==> config.mk <==
export PLATFORM = sky130hd
export DESIGN_NAME = fifo_word_packer
export DESIGN_NICKNAME = d
export VERILOG_FILES = /design/src/rtl/fifo_pkg.sv /design/src/rtl/fifo_idle_timer.sv /design/src/rtl/fifo_word_packer.sv
export SDC_FILE = /design/constraint.sdc
export NUM_CORES = 1
export LEC_CHECK = 0
export BUFFER_PORTS_ARGS = -buffer_cell sky130_fd_sc_hd__buf_2
export CAP_MARGIN = 20
export CELL_PAD_IN_SITES_DETAIL_PLACEMENT = 1
export CELL_PAD_IN_SITES_GLOBAL_PLACEMENT = 1
export CORE_MARGIN = 2
export CORE_UTILIZATION = 40
export CTS_CLUSTER_DIAMETER = 80
export CTS_CLUSTER_SIZE = 40
export DETAILED_ROUTE_END_ITERATION = 16
export HOLD_SLACK_MARGIN = 0.15
export PLACE_DENSITY_LB_ADDON = 0.05
export SLEW_MARGIN = 30
export SYNTH_ARGS = -nofsm -noshare
export SYNTH_HDL_FRONTEND = slang
export SYNTH_SLANG_ARGS = --single-unit
==> constraint.sdc <==
create_clock -name clk -period 4.8 [get_ports clk]
set_input_delay 0.96 -clock clk [delete_from_list [all_inputs] [get_ports clk]]
set_output_delay 0.96 -clock clk [all_outputs]
set_load 0.02 [all_outputs]
==> src/rtl/fifo_pkg.sv <==
// Shared types and defaults for the byte-FIFO drain path (word packer and idle timer).
package fifo_pkg;

  localparam int DATA_W_DEF         = 8;
  localparam int BYTES_PER_WORD_DEF = 4;
  localparam int TIMEOUT_DEF        = 16;

  // FILL: popping bytes and collecting them into the word register.
  // HOLD: word presented on the output port, waiting for the sink.
  typedef enum logic {
    FILL = 1'b0,
    HOLD = 1'b1
  } state_e;

  // Low-order mask with n ones, n in 0..8 (byte-enable for a partial word).
  function automatic logic [7:0] lane_mask(input logic [3:0] n);
    logic [8:0] m;
    m = (9'd1 << n) - 9'd1;
    return m[7:0];
  endfunction

endpackage

==> src/rtl/fifo_idle_timer.sv <==
// Idle cycle counter: counts consecutive enabled cycles and pulses expire on the
// TIMEOUT-th one. Any clear, or a cycle without enable, restarts the count.
module fifo_idle_timer #(
  parameter int TIMEOUT = 16,
  parameter int CW      = $clog2(TIMEOUT + 1)
) (
  input  logic clk,
  input  logic reset,
  input  logic clear,
  input  logic enable,
  output logic expire
);

  logic [CW-1:0] count_q;

  // Count idle cycles, saturating at TIMEOUT so the counter never wraps.
  always_ff @(posedge clk) begin
    if (!reset) begin
      count_q <= '0;
    end else if (clear || !enable) begin
      count_q <= '0;
    end else if (count_q != CW'(TIMEOUT)) begin
      count_q <= count_q + CW'(1);
    end
  end

  // Expire during the TIMEOUT-th consecutive idle cycle so the owner acts on that edge.
  always_comb begin
    expire = enable && !clear && (count_q == CW'(TIMEOUT - 1));
  end

endmodule

==> src/rtl/fifo_word_packer.sv <==
// Drain stage for the byte FIFO: pops bytes, packs them little-endian into a word
// and presents the word on a valid/ready port. A partial word is flushed with a
// byte-enable mask after the FIFO has stayed empty for TIMEOUT idle cycles.
//
// Output handshake: out_valid is raised only in HOLD and stays high, with
// out_data/out_keep unchanged, until the cycle where out_valid && out_ready; that
// edge transfers the word. out_ready may toggle freely and never affects out_valid
// combinationally.
module fifo_word_packer
  import fifo_pkg::*;
#(
  parameter int DATA_W         = DATA_W_DEF,
  parameter int BYTES_PER_WORD = BYTES_PER_WORD_DEF,
  parameter int TIMEOUT        = TIMEOUT_DEF
) (
  input  logic                             clk,
  input  logic                             reset,
  input  logic                             empty,
  output logic                             read_req,
  input  logic [DATA_W-1:0]                read_data,
  output logic                             out_valid,
  input  logic                             out_ready,
  output logic [DATA_W*BYTES_PER_WORD-1:0] out_data,
  output logic [BYTES_PER_WORD-1:0]        out_keep,
  output state_e                           dbg_state
);

  localparam int LW = $clog2(BYTES_PER_WORD);
  localparam int CW = LW + 1;
  localparam logic [CW-1:0] FULL = CW'(BYTES_PER_WORD);

  state_e                           state_q, state_d;
  logic [CW-1:0]                    count_q;
  logic                             in_flight_q;
  logic [DATA_W*BYTES_PER_WORD-1:0] data_q;
  logic [BYTES_PER_WORD-1:0]        keep_q;

  logic [CW-1:0]             issued;
  logic                      capture;
  logic                      capture_last;
  logic                      handshake;
  logic                      idle_en;
  logic                      idle_clr;
  logic                      expire;
  logic [BYTES_PER_WORD-1:0] flush_keep;

  // Derived control: pop gating, capture strobes and idle-timer conditions.
  always_comb begin
    issued       = count_q + {{(CW-1){1'b0}}, in_flight_q};
    capture      = in_flight_q;
    capture_last = in_flight_q && (count_q == FULL - CW'(1));
    handshake    = (state_q == HOLD) && out_ready;
    // Timer only runs on a genuinely stalled partial word; an empty word never flushes.
    idle_en      = (state_q == FILL) && (count_q != '0) && (count_q < FULL)
                   && !in_flight_q && empty;
    idle_clr     = read_req || in_flight_q;
    flush_keep   = BYTES_PER_WORD'(lane_mask(4'(count_q)));
  end

  fifo_idle_timer #(
    .TIMEOUT (TIMEOUT)
  ) u_idle_timer (
    .clk    (clk),
    .reset  (reset),
    .clear  (idle_clr),
    .enable (idle_en),
    .expire (expire)
  );

  // FSM state register.
  always_ff @(posedge clk) begin
    if (!reset) begin
      state_q <= FILL;
    end else begin
      state_q <= state_d;
    end
  end

  // Next state and combinational outputs; a final capture wins over a timeout.
  always_comb begin
    state_d   = state_q;
    read_req  = 1'b0;
    out_valid = 1'b0;
    case (state_q)
      FILL: begin
        // Pops are limited so captured plus in-flight bytes never exceed one word.
        read_req = !empty && (issued < FULL);
        if (capture_last) begin
          state_d = HOLD;
        end else if (expire) begin
          state_d = HOLD;
        end
      end
      HOLD: begin
        out_valid = 1'b1;
        if (out_ready) begin
          state_d = FILL;
        end
      end
      default: begin
        state_d = FILL;
      end
    endcase
  end

  // Byte collection: in-flight tracking, lane capture, keep mask and word clear.
  always_ff @(posedge clk) begin
    if (!reset) begin
      in_flight_q <= 1'b0;
      count_q     <= '0;
      data_q      <= '0;
      keep_q      <= '0;
    end else begin
      // FIFO read data is valid exactly one cycle after the pop.
      in_flight_q <= read_req;
      if (handshake) begin
        count_q <= '0;
        data_q  <= '0;
        keep_q  <= '0;
      end else if (capture) begin
        for (int i = 0; i < BYTES_PER_WORD; i++) begin
          if (count_q[LW-1:0] == LW'(i)) begin
            data_q[i*DATA_W +: DATA_W] <= read_data;
          end
        end
        count_q <= count_q + CW'(1);
        if (capture_last) begin
          keep_q <= '1;
        end
      end else if (expire) begin
        // Unfilled lanes are already zero from the previous word clear.
        keep_q <= flush_keep;
      end
    end
  end

  // Registered word, mask and state straight to the ports.
  always_comb begin
    out_data  = data_q;
    out_keep  = keep_q;
    dbg_state = state_q;
  end

endmodule

==> summary.md <==
| Metric | Value |
|---|---|
| Outcome | `finished clean` |
| Final Routed Wirelength | `4835 um` |
| Post-synthesis sequential area ratio | `49.26%` |
| Clock Latency Late Sink | `0.31 ns` |
| Setup crit start | `empty` |
| # DRC | `0` |
| RD Place Congestion | `~0.69` |
| Achievable Freq | `approximately 0.41 GHz` |
| Layout area overhead | `20.01%` |
| R2r startpoint | `count_q[1]` |
| Fin Clk Skew | `about 0.0098 ns` |
| CP endpoint kind | `output pin` |
| Register area | `920.9 um2` |
| Critical path's largest stage delay | `0.21 ns` |
| Setup TNS | `0 ns` |
| CTS tree | `yes` |
| Worst-Margin Slew | `0.5583 ns` |
| Minimum clock period | `2.446 ns` |
| Pwr per Cell Area | `337.9 nW/um2` |
| Crit-path cells | `buf_2, nor3_1, buf_2` |
| Hold Fails Final Rpt | `0` |
| Fin nets | `290` |
| Syn Area/Cell | `8.308 um2` |
| # Post-CTS Setup Buffers | `0` |
| Initial antenna violation count | `0` |
| # rows | `24` |
| Fillers | `576` |
| Max-slew violations | `0` |
| Post-route ant nets | `0` |
| Kind of critical path | `in -> out` |
| Hold Path Class | `reg -> reg` |
| Final Non-Filler Cells | `323` |
| Startpoint Class | `primary input` |
| GR Util met3 | `around 4.2%` |
| Total GRT Usage | `a little under 20%` |
| Synthesized cell area | `1869 um2` |
| CTS Buffer Depth | `2` |
| Hold buffer count at cts | `0` |
| Syn Nets | `245` |
| Worst setup margin | `~2.4 ns` |
| Cells after synthesis | `between 200 and 250` |
| Worst relative slew slack | `62.49%` |
| Die area | `around 5200 um2` |
| Top cell family by delay on the critical path | `buffers and inverters` |
| Largest net degree at the start of global routing | `between 40 and 50` |
| Unique masters post-synth | `28` |
| Htree depth | `2` |
| Synth top area share | `49.26%` |
| Layout cells sized above 1 | `22.88%` |
| Worst EP arrival | `roughly 1.5 ns` |
| Final setup vio count | `0` |
| Yosys top cell by area | `dfxtp_1` |
| Clock sinks | `between 40 and 50` |
| Largest fanout on the critical path | `3` |
| CP max-delay cell | `nor3_1` |
| M2 GR Usage | `33.13%` |
| Post-CTS Resized | `0` |
| First-pass GRT wire length | `7838 um` |
| Initial Util | `about 42%` |
| 1st-pass router iterations | `4` |
| Maximum VDD drop | `around 0.18 mV` |
| Clock root buffer | `clkbuf_8` |
| Total grt overflow | `0` |
| Worst path bufs/invs | `2` |
| Flop and latch count out of synthesis | `46` |
| Buffers on Ports | `50` |
| Placed cells | `315` |
| Vias in the first global route | `1625` |
| Vias per cell | `5.201` |
| Top Ports | `51` |
| Cts bufs inserted | `5` |
| Gr busiest metal | `met2` |
| Initial DRC count | `roughly 140` |
| Yosys warnings | `0` |
| Hold path startpoint | `out_data[2]` |
| Most common cell on crit path | `buf_2` |
| Chip Width | `72.36 um` |
| Unrepaired setup endpoints after global routing | `no` |
| # diodes | `0` |
| Vias | `between 1500 and 2000` |
| Total core area | `4414 um2` |
| Die Y | `72.36 um` |
| Detailed placement HPWL | `3386 um` |
| Multi-input logic area | `857.1 um2` |
| Max-Cap Viols | `0` |
| CP required | `3.84 ns` |
| Clk slew on worst S/H paths | `0.08 ns` |
| Wirelength per Cell | `14.97 um` |
| Final period util | `just over 50%` |
| Pleak | `about 0.92 nW` |
| Worst slack, placed | `2.357 ns` |
| Layout Utilization | `50.82%` |
| Synth area leaders | `dfxtp_1 49%, a21oi_1 9.1%, nand3_1 9.1%` |
| M1 GR Usage | `24.50%` |
layout by cell type, fill, tap and decap left out, drive strengths merged, types with 2 or more instances in the layout:
master / instances
xnor2: 5
ha: 8
clkbuf: 5
nand3: 34
nand2: 42
a21oi: 34
nor2: 14
clkinv: 2
inv: 7
dfxtp: 46
or2: 2
nor3: 4
mux2i: 2
a311oi: 2
o21ai: 2
buf: 52
report_power, final:
group          internal [mW]  switching, mW  total (mW)  leakage (nW)
logic                 0.0226         0.0503      0.0729         0.485
registers              0.389        0.00594       0.395         0.372
clock network          0.153          0.136       0.290        0.0579
worst paths after layout:
check	slack, ns	end	depth (start not counted)
setup reg to reg	2.79	out_keep[3]	6
hold reg to reg	0.46	out_data[2]	2
hold / removal	0.46	out_data[2]	2
setup / recovery	2.35	read_req	3
cell type report:
| type | count | share of cell area, % |
|---|---|---|
| multi-input cells | 158 | 38.20 |
| repair buffers | 52 | 11.82 |
| clock buffers | 5 | 3.067 |
| clock inverters | 3 | 1.785 |
| inverters | 7 | 1.171 |
| well taps | 52 | 2.900 |
| flip-flops and latches | 46 | 41.05 |
state kept, by name (all words and copies together), names as in the netlist:
name / cells
dbg_state: 1
out_keep: 4
u_idle_timer.count_q: 5
count_q: 3
capture: 1
out_data: 32
per-stage QoR:
stage	hold WS [ns]	cell area [um2]	total power [mW]
floorplan	0.4942	1869	0.4514
global placement	0.4424	2135	0.4762
detailed placement	0.4465	2135	0.4776
CTS	0.4594	2243	0.7650
global route	0.4797	2243	0.7836
finish	0.4563	2243	0.7581
synth_stat cells (all sizes together):
cell type  instances
and2               1
nand4bb            1
a21oi             34
nor4bb             1
dfxtp             46
xnor2              5
o41a               1
mux2i              2
a21boi             1
o21ai              2
nand2             42
inv                7
nor3               4
and3               1
ha                 8
o211ai             1
buf                3
clkbuf            11
xor2               1
nand3             34
or2                2
a211oi             1
a311oi             2
nor2              14
cell families after synthesis:
kind of cell               Yosys count  synth area share [%]
AOI/OAI and AO/OA                   42                 12.58
and+or+nand+nor                    100                 24.03
muxes                                2                 1.071
DFF                                 46                 49.26
adders and majority gates            8                 5.355
xor gates and xnor gates             6                 2.811
buffers and inverters               21                 4.886
per-layer routing:
layer / vias up / part of all wire [%]
li1: 846 / -
met1: 788 / 46
met2: 39 / 48
met3: 7 / 4.6
met4: 0 / 1.3
met5: - / 0
worst reg2reg max path, stage by stage, from the launching register on:
cell and delay (ns):
dfxtp_1 0.45, inv_1 0.12, ha_1 0.35, nand4bb_1 0.34, or2_0 0.26, o41a_1 0.35, o21ai_0 0.07
Power figures use the tool's default switching activity.
